### config.mk
export PLATFORM = sky130hd
export DESIGN_NAME = ctx_cost_write_sched
export DESIGN_NICKNAME = d
export VERILOG_FILES = /design/src/rtl/ctx_cost_write_sched.sv
export SDC_FILE = /design/constraint.sdc
export NUM_CORES = 1
export LEC_CHECK = 0
export BUFFER_PORTS_ARGS = -buffer_cell sky130_fd_sc_hd__buf_2
export CORE_MARGIN = 4
export CORE_UTILIZATION = 51
export CTS_BUF_LIST = sky130_fd_sc_hd__clkbuf_16
export DETAILED_ROUTE_END_ITERATION = 16
export PLACE_DENSITY = 0.87
export REMOVE_ABC_BUFFERS = 1
export SLEW_MARGIN = 20
export SYNTH_ARGS = -nofsm -noshare
export SYNTH_HDL_FRONTEND = slang
export SYNTH_SLANG_ARGS = --single-unit
### constraint.sdc
create_clock -name clk -period 4.6 [get_ports clk]
set_input_delay 0.92 -clock clk [delete_from_list [all_inputs] [get_ports clk]]
set_output_delay 0.92 -clock clk [all_outputs]
set_load 0.1 [all_outputs]
### src/rtl/ctx_cost_write_sched.sv
// ctx_cost_write_sched: owns the single write port of a context_bit_regfile.
// A reload sweep rewrites every (ctx, bin) entry from the entropy-bits LUT.
// Outside a sweep, update requesters are served round-robin, at most one per cycle.
// Ports:
//   clk, rst                  clock, synchronous active-high reset
//   init_start                pulse that starts a reload sweep
//   init_busy, init_done      sweep in progress / one-cycle pulse after the last sweep write
//   req_valid/req_ready       per-requester handshake (req_ready is combinational)
//   req_ctx_addr/bin/cost     packed request payloads; requester r sits at [8r+:8], [r], [16r+:16]
//   lut_idx, lut_data         entropy LUT lookup (lut_data returns in the same cycle)
//   we, ctx_addr, bin_val,
//   bit_cost_in               registered regfile write port
//   err_addr                  sticky flag: an out-of-range request was dropped
module ctx_cost_write_sched #(
  parameter int unsigned NUM_CTX  = 24,
  parameter int unsigned NUM_REQ  = 2,
  parameter int unsigned CTX_TYPE = 0
) (
  input  logic                    clk,
  input  logic                    rst,
  input  logic                    init_start,
  output logic                    init_busy,
  output logic                    init_done,
  input  logic [NUM_REQ-1:0]      req_valid,
  output logic [NUM_REQ-1:0]      req_ready,
  input  logic [NUM_REQ*8-1:0]    req_ctx_addr,
  input  logic [NUM_REQ-1:0]      req_bin,
  input  logic [NUM_REQ*16-1:0]   req_cost,
  output logic [6:0]              lut_idx,
  input  logic [15:0]             lut_data,
  output logic                    we,
  output logic [7:0]              ctx_addr,
  output logic                    bin_val,
  output logic [15:0]             bit_cost_in,
  output logic                    err_addr
);

  localparam int unsigned RR_W     = (NUM_REQ > 1) ? $clog2(NUM_REQ) : 1;
  localparam int unsigned CTX_W    = 7;
  localparam int unsigned STRIDE   = (CTX_TYPE != 0) ? 3 : 2;
  localparam int unsigned LUT_SIZE = 96;

  typedef enum logic [1:0] {S_IDLE, S_INIT, S_DONE} state_t;

  state_t            state_q, state_d;
  logic [CTX_W-1:0]  ctx_q, ctx_d;
  logic              bin_q, bin_d;
  logic [RR_W-1:0]   rr_q, rr_d;
  logic              we_d, binv_d, busy_d, done_d, err_d;
  logic [7:0]        addr_d;
  logic [15:0]       cost_d;
  logic [9:0]        lut_lin;

  logic [7:0]        addr_a [NUM_REQ];
  logic              bin_a  [NUM_REQ];
  logic [15:0]       cost_a [NUM_REQ];
  logic [RR_W-1:0]   win, idx;
  logic              found;

  // Unpack the flat request buses into per-requester views.
  always_comb begin
    for (int r = 0; r < NUM_REQ; r++) begin
      addr_a[r] = req_ctx_addr[8*r +: 8];
      bin_a[r]  = req_bin[r];
      cost_a[r] = req_cost[16*r +: 16];
    end
  end

  // Round-robin pick: first valid requester at or after the pointer, wrapping.
  always_comb begin
    win   = '0;
    idx   = '0;
    found = 1'b0;
    for (int k = 0; k < NUM_REQ; k++) begin
      idx = RR_W'((32'(rr_q) + 32'(k)) % NUM_REQ);
      if (!found && req_valid[idx]) begin
        found = 1'b1;
        win   = idx;
      end
    end
  end

  // Next-state, grant and write-port next values.
  always_comb begin
    state_d   = state_q;
    ctx_d     = ctx_q;
    bin_d     = bin_q;
    rr_d      = rr_q;
    req_ready = '0;
    lut_idx   = '0;
    we_d      = 1'b0;
    addr_d    = ctx_addr;
    binv_d    = bin_val;
    cost_d    = bit_cost_in;
    err_d     = err_addr;
    lut_lin   = 10'(ctx_q) * 10'(STRIDE) + 10'(bin_q);

    case (state_q)
      S_IDLE: begin
        if (init_start) begin
          // Sweep wins over any pending request this cycle.
          state_d = S_INIT;
          ctx_d   = '0;
          bin_d   = 1'b0;
          err_d   = 1'b0;
        end else if (found) begin
          req_ready[win] = 1'b1;
          rr_d = RR_W'((32'(win) + 32'd1) % NUM_REQ);
          if (32'(addr_a[win]) < NUM_CTX) begin
            we_d   = 1'b1;
            addr_d = addr_a[win];
            binv_d = bin_a[win];
            cost_d = cost_a[win];
          end else begin
            err_d = 1'b1;
          end
        end
      end
      S_INIT: begin
        lut_idx = 7'(lut_lin % 10'(LUT_SIZE));
        we_d    = 1'b1;
        addr_d  = 8'(ctx_q);
        binv_d  = bin_q;
        cost_d  = lut_data;
        if (bin_q) begin
          bin_d = 1'b0;
          ctx_d = ctx_q + 1'b1;
          if (ctx_q == CTX_W'(NUM_CTX - 1)) state_d = S_DONE;
        end else begin
          bin_d = 1'b1;
        end
      end
      S_DONE:  state_d = S_IDLE;
      default: state_d = S_IDLE;
    endcase

    busy_d = (state_d == S_INIT);
    // DONE is the cycle the last sweep write is visible; the pulse follows it.
    done_d = (state_q == S_DONE);
  end

  // State and registered outputs.
  always_ff @(posedge clk) begin
    if (rst) begin
      state_q     <= S_IDLE;
      ctx_q       <= '0;
      bin_q       <= 1'b0;
      rr_q        <= '0;
      we          <= 1'b0;
      ctx_addr    <= '0;
      bin_val     <= 1'b0;
      bit_cost_in <= '0;
      init_busy   <= 1'b0;
      init_done   <= 1'b0;
      err_addr    <= 1'b0;
    end else begin
      state_q     <= state_d;
      ctx_q       <= ctx_d;
      bin_q       <= bin_d;
      rr_q        <= rr_d;
      we          <= we_d;
      ctx_addr    <= addr_d;
      bin_val     <= binv_d;
      bit_cost_in <= cost_d;
      init_busy   <= busy_d;
      init_done   <= done_d;
      err_addr    <= err_d;
    end
  end

endmodule

[Word-level counts from Yosys, hierarchy flattened]
Index checks and enable logic that the tools add are counted.
Storage, ports and cells
  bits of input ports: 71
  bits in registers: 40
  output and inout bits: 38
Operators by class
  div/mod/pow operators: 1
  order comparisons: 6
  reduce and logical (&&, ||, !) cells: 11
  equal/unequal tests: 10
  mux-type cells: 52
  bitwise gates (word level): 2
  add/sub/neg operators: 4
Operators with widths (number)
  two-way mux 16 bit: 6
  two-way mux 8 bit: 6
  one-hot mux 16 bit (2 select lines): 1
  two-way mux 1 bit: 23
  two-way mux 7 bit: 3
  one-hot mux 8 bit (2 select lines): 1
  one-hot mux 7 bit (2 select lines): 1
  two-way mux 2 bit: 6
  inequality test 2 bit (second input constant): 6
  modulo 10 x 7 -> 10 bit (second input constant): 1
  adder 8 x 1 -> 9 bit: 1
  AND reduction 3 bit: 3
  less-than comparator 8 x 5 -> 1 bit (second input constant): 1
  adder 7 x 1 -> 7 bit (second input constant): 1
  equality test 7 x 5 -> 1 bit (second input constant): 1
  less-than comparator 1 x 2 -> 1 bit (second input constant): 3
  one-hot mux 1 bit (2 select lines): 3
  equality test 2 x 1 -> 1 bit (second input constant): 2
  one-hot mux 2 bit (2 select lines): 1
  AND reduction 4 bit: 1
  nonzero test 2 bit: 2
  adder 1 bit (second input constant): 2
  equality test 2 bit (second input constant): 1
  >= comparator 2 bit (second input constant): 1
  8 further kinds: 9

[Logic depth before layout (Yosys ltp)]
  word-level depth: 15
  gate-level depth with buffers: 7
  mapped depth without buffers: 5

[Least setup slack after synthesis]
Ideal clock, no wire load.
  kind: input-to-output
  from: input req_valid[1]
  to: output req_ready[0]
  path slack: -0.099 ns
  stages: 4
  data required time: 3.680 ns
  data arrival time: 3.779 ns
  path through: clkbuf_1 > nand2_1 > buf_2 > nor3b_1
On the way
  longest elaborated chain between the ends: 13
  elaborated cells on any way between the ends: 18
  classes of those cells: order compare: 2; mux: 13; reduce/logical: 3
RTL lines
  from (decl): RTL line 24  | input logic [NUM_REQ-1:0] req_valid,
  two-way mux 1 bit (implied by the code) (2 in series): RTL line 76  | if (!found && req_valid[idx]) begin
  two-way mux 1 bit: RTL line 76
  logical NOT 1 bit: RTL line 76
  logical AND 1 bit: RTL line 76
  two-way mux 1 bit: RTL line 76
  less-than comparator 1 x 2 -> 1 bit (implied by the code) / >= comparator 1 bit (equally long branches): RTL line 107  | req_ready[win] = 1'b1;
  logical AND 1 bit (implied by the code): RTL line 107
  two-way mux 1 bit (implied by the code): RTL line 107
  demux 1 bit (select 1 bit): RTL line 107
  two-way mux 2 bit *: RTL line 106  | end else if (found) begin
  two-way mux 2 bit *: RTL line 100  | if (init_start) begin
  two-way mux 2 bit *: RTL line 98  | case (state_q)
  to (decl): RTL line 25  | output logic [NUM_REQ-1:0] req_ready,
Every way passes the cells marked *; elsewhere a longest branch is shown, timed or not. The select of a mux whose other input is x is not followed.

[Worst setup path after layout]
  from: register state_q[0]
  to: output lut_idx[3]
On the way
  longest elaborated chain between the ends: 2
RTL lines
  from (decl): RTL line 45  | state_t state_q, state_d;
  from (signal assigned): RTL line 157  | state_q <= state_d;
  equality test 2 x 1 -> 1 bit: RTL line 98
  two-way mux 7 bit: RTL line 98
  to (decl): RTL line 29  | output logic [6:0] lut_idx,
No other way between the ends.

==> Flow_metrics.wiki <==
{| class="wikitable"
! Metric !! Value
|-
| Number of distinct library cells after synthesis || 40
|-
| Final non-filler cell total || 413
|-
| Crit-path max cell delay || 0.54 ns
|-
| Final critical-path share of the clock period || 70.92%
|-
| Setup repair after global routing missed its margin || no
|-
| Critical path start-end classification || flip-flop to primary output
|-
| Worst Setup Slack, final || 1.338 ns
|-
| Pin count of the biggest net entering global routing || 59
|-
| Hold Buf Count CTS || 0
|-
| Series of cell instances along the critical path || nor2b_4, buf_4, and2_1, buf_2
|-
| Share of power burned in combinational logic || 26.5%
|-
| Port Buf Inserts || 108
|-
| Antenna violations before repair || 0
|-
| Clock sinks || 40
|-
| Layout Skew || 0.003224 ns
|-
| Count of endpoints failing setup in the final report || 0
|-
| Global-route wire length before repair || 10210 um
|-
| Top-area cell type share of the netlist area || 32.50%
|-
| Worst hold-check slack || 0.4702 ns
|-
| Final weighted congestion in routability-driven placement || 0.7608
|-
| Worst slack at placement || 1.475 ns
|-
| Number of enable flip-flop cells after synthesis || 0
|-
| Post-Place Cells || 406
|-
| Switching power share of the total || 32.94%
|-
| Final critical path time including I/O delays and setup || 3.262 ns
|-
| Vias/cell || 5.712
|-
| Actual slew at the worst max-slew pin || 1.060 ns
|-
| Largest fanout on the critical path || 24
|-
| Critical Path Sink Type || primary output
|-
| Detailed-route wire length || 6373 um
|-
| CTS tree || done
|-
| Path category of the worst min-delay check || flip-flop to flip-flop
|-
| Cell count after synthesis || 267
|-
| Number of H-tree levels || 2
|-
| Data arrival time of the critical path || 2.34 ns
|-
| Diodes inserted || 0
|-
| Number of buffers on the longest clock path || 2
|-
| Post-synthesis sequential element count || 40
|-
| Estimated wirelength of the detail-placed design || 4604 um
|-
| Leakage power || 1.370 nW
|-
| Cell taking the most area after synthesis || dfxtp_1
|-
| Clock latency on the worst-skew pair || 0.27 ns
|-
| Number of buffers inserted during clock tree synthesis || 5
|-
| Crit-path slowest cell || dfxtp_1
|-
| FFs w/ async S/R, synth || 0%
|-
| Mean routed wirelength per cell || 15.43 um
|-
| Iteration count of the initial detailed-routing pass || 4
|-
| Internal power summed over all cells || 0.6282 mW
|-
| Global-route total usage across every layer || 20.18%
|-
| Detailed Route Iter0 Violations || 124
|-
| FMAX || 306.6 MHz
|-
| Number of nets with antenna violations after detailed routing || 0
|-
| Total number of nets in the final design || 432
|-
| CTS Root Buffer Type || clkbuf_16
|-
| Worst slew margin relative to its limit || 29.33%
|-
| Flop pwr share || 39.6%
|-
| Most common cell after layout, fill and taps aside || buf_2
|-
| Vias after detailed routing || 2359
|-
| Via count of the first global-routing pass || 2172
|-
| Summed instance area of the synthesized netlist || 0.002464 sq mm
|-
| Number of rows in the core area || 25
|-
| Max Cap Viol || 0
|-
| Initial Utilization || 52.51%
|-
| Category of the worst setup path launch point || flip-flop
|-
| Quantity of gates resized following cts || 0
|-
| Mean area per synthesized cell || 9.227 sq um
|-
| Result of the run || completed
|-
| Highest-count cells in the layout ignoring fill and taps || buf_2 (108), dfxtp_1 (40), nor3b_1 (26)
|-
| Sequential element share of the synthesized area || 32.50%
|-
| Number of buffers inserted by post-CTS setup repair || 0
|-
| Pins Over Slew Limit || 0
|-
| Number of ports placed on the die boundary || 109
|-
| Std-Cell Core Area || 0.004692 sq mm
|-
| Number of synthesis warnings || 0
|-
| Final count of hold timing violations || 0
|-
| Leading register cell type out of synthesis || dfxtp_1
|-
| Largest cells by area after synthesis || dfxtp_1 (33%), o311ai_2 (11%), mux2i_1 (8.9%)
|-
| Power share of the clock group || 33.9%
|-
| Areal power density over the cells || 299.9 mW/mm^2
|-
| Detailed-route DRC error count || 0
|-
| Worst EP required || 3.68 ns
|-
| Clock transition at path regs || 0.05 ns
|-
| Chip Width || 77.50 um
|-
| Height of the die || 77.50 um
|-
| Die outline area || 0.006006 sq mm
|-
| Worst vdd rail ir drop || 0.1804 mV
|-
| Proportion of layout cells with a drive suffix above 1 || 40.11%
|-
| Grt ovf || 0
|-
| Net switching power || 0.3085 mW
|-
| Relative area change from synthesis to final layout || 26.77%
|}
[final timing paths]
kind                             startpoint     endpoint  slack (ns)  cells past startpoint
worst max-delay path             state_q[0]   lut_idx[3]        1.34                      4
worst min-delay path            ctx_addr[5]  ctx_addr[5]        0.47                      2
worst max register to register   state_q[1]  ctx_addr[3]        2.19                      4
worst min register to register  ctx_addr[5]  ctx_addr[5]        0.47                      2
[area by class of cell]
cell class,count,area [sq um]
inverter,6,22.52
timing repair buffer,113,578.1
tap,54,67.56
multi-input combinational,193,1520
clock buffer,5,125.1
fill,394,1569
clock inverter,2,8.758
sequential,40,800.8
[Yosys cell counts, types with 2 or more instances]
cell / n
nand3_1: 25
o311ai_2: 17
nand2b_1: 6
buf_6: 2
or3_1: 2
nor4_1: 2
mux2i_1: 22
a211oi_1: 2
a2111oi_0: 2
nand4_1: 3
nand2_1: 8
nor2_1: 17
xnor2_1: 6
nand3b_1: 18
clkbuf_1: 18
buf_1: 2
buf_2: 6
o21ai_0: 3
o311ai_0: 4
nor3b_1: 26
inv_1: 6
a21oi_1: 7
nor3_1: 5
ha_1: 2
and2_1: 2
dfxtp_1: 40
[state kept, by name (all words and copies together) (netlist names)]
name and count:
init_done 1, init_busy 1, ctx_addr 8, state_q 2, we 1, bit_cost_in 16
err_addr 1, bin_q 1, ctx_q 7, rr_q 1, bin_val 1
[kinds of logic after synthesis]
group                    synth area share [%]
AO/OA/AOI/OAI                           20.11
buffers and inverters                   6.094
multiplexers                            9.396
flip-flops                              32.50
adder cells (fa/ha/maj)                 1.016
AND/OR/NAND/NOR                         28.75
XOR/XNOR                                2.133
[power groups by stage]
stage	clock network, mW	logic [mW]	registers (mW)
after detailed placement	0	0.249	0.378
after floorplan	0	0.0880	0.466
after global placement	0	0.246	0.377
after global routing	0.337	0.263	0.372
after CTS	0.324	0.250	0.370
final	0.317	0.249	0.371
[per-layer routing]
layer	GRT usage, %	vias up	part of all wire (%)
met4	4.093	0	0.61
li1	-	1176	-
met3	4.176	5	6.7
met2	34.80	84	50
met1	26.02	1094	42
met5	0	-	0
[worst max-delay path, delay by kind of cell (launching register included)]
family        cells  cell delay [ns]
buf+inv           2             0.78
simple gates      2             0.74
flops             1             0.54
[through the flow]
stage / cell area [sq um] / utilization (%) / power (mW) / TNS, ns
3_5_place_dp: 2989 / 63.71 / 0.6270 / 0
2_1_floorplan: 2336 / - / 0.5541 / -0.6436
5_1_grt: 3123 / 66.56 / 0.9718 / 0
4_1_cts: 3123 / 66.56 / 0.9441 / 0
3_3_place_gp: 2989 / 63.71 / 0.6226 / 0
6_report: 3123 / 66.56 / 0.9367 / 0
Note: power is estimated with default switching activity, not from simulation.
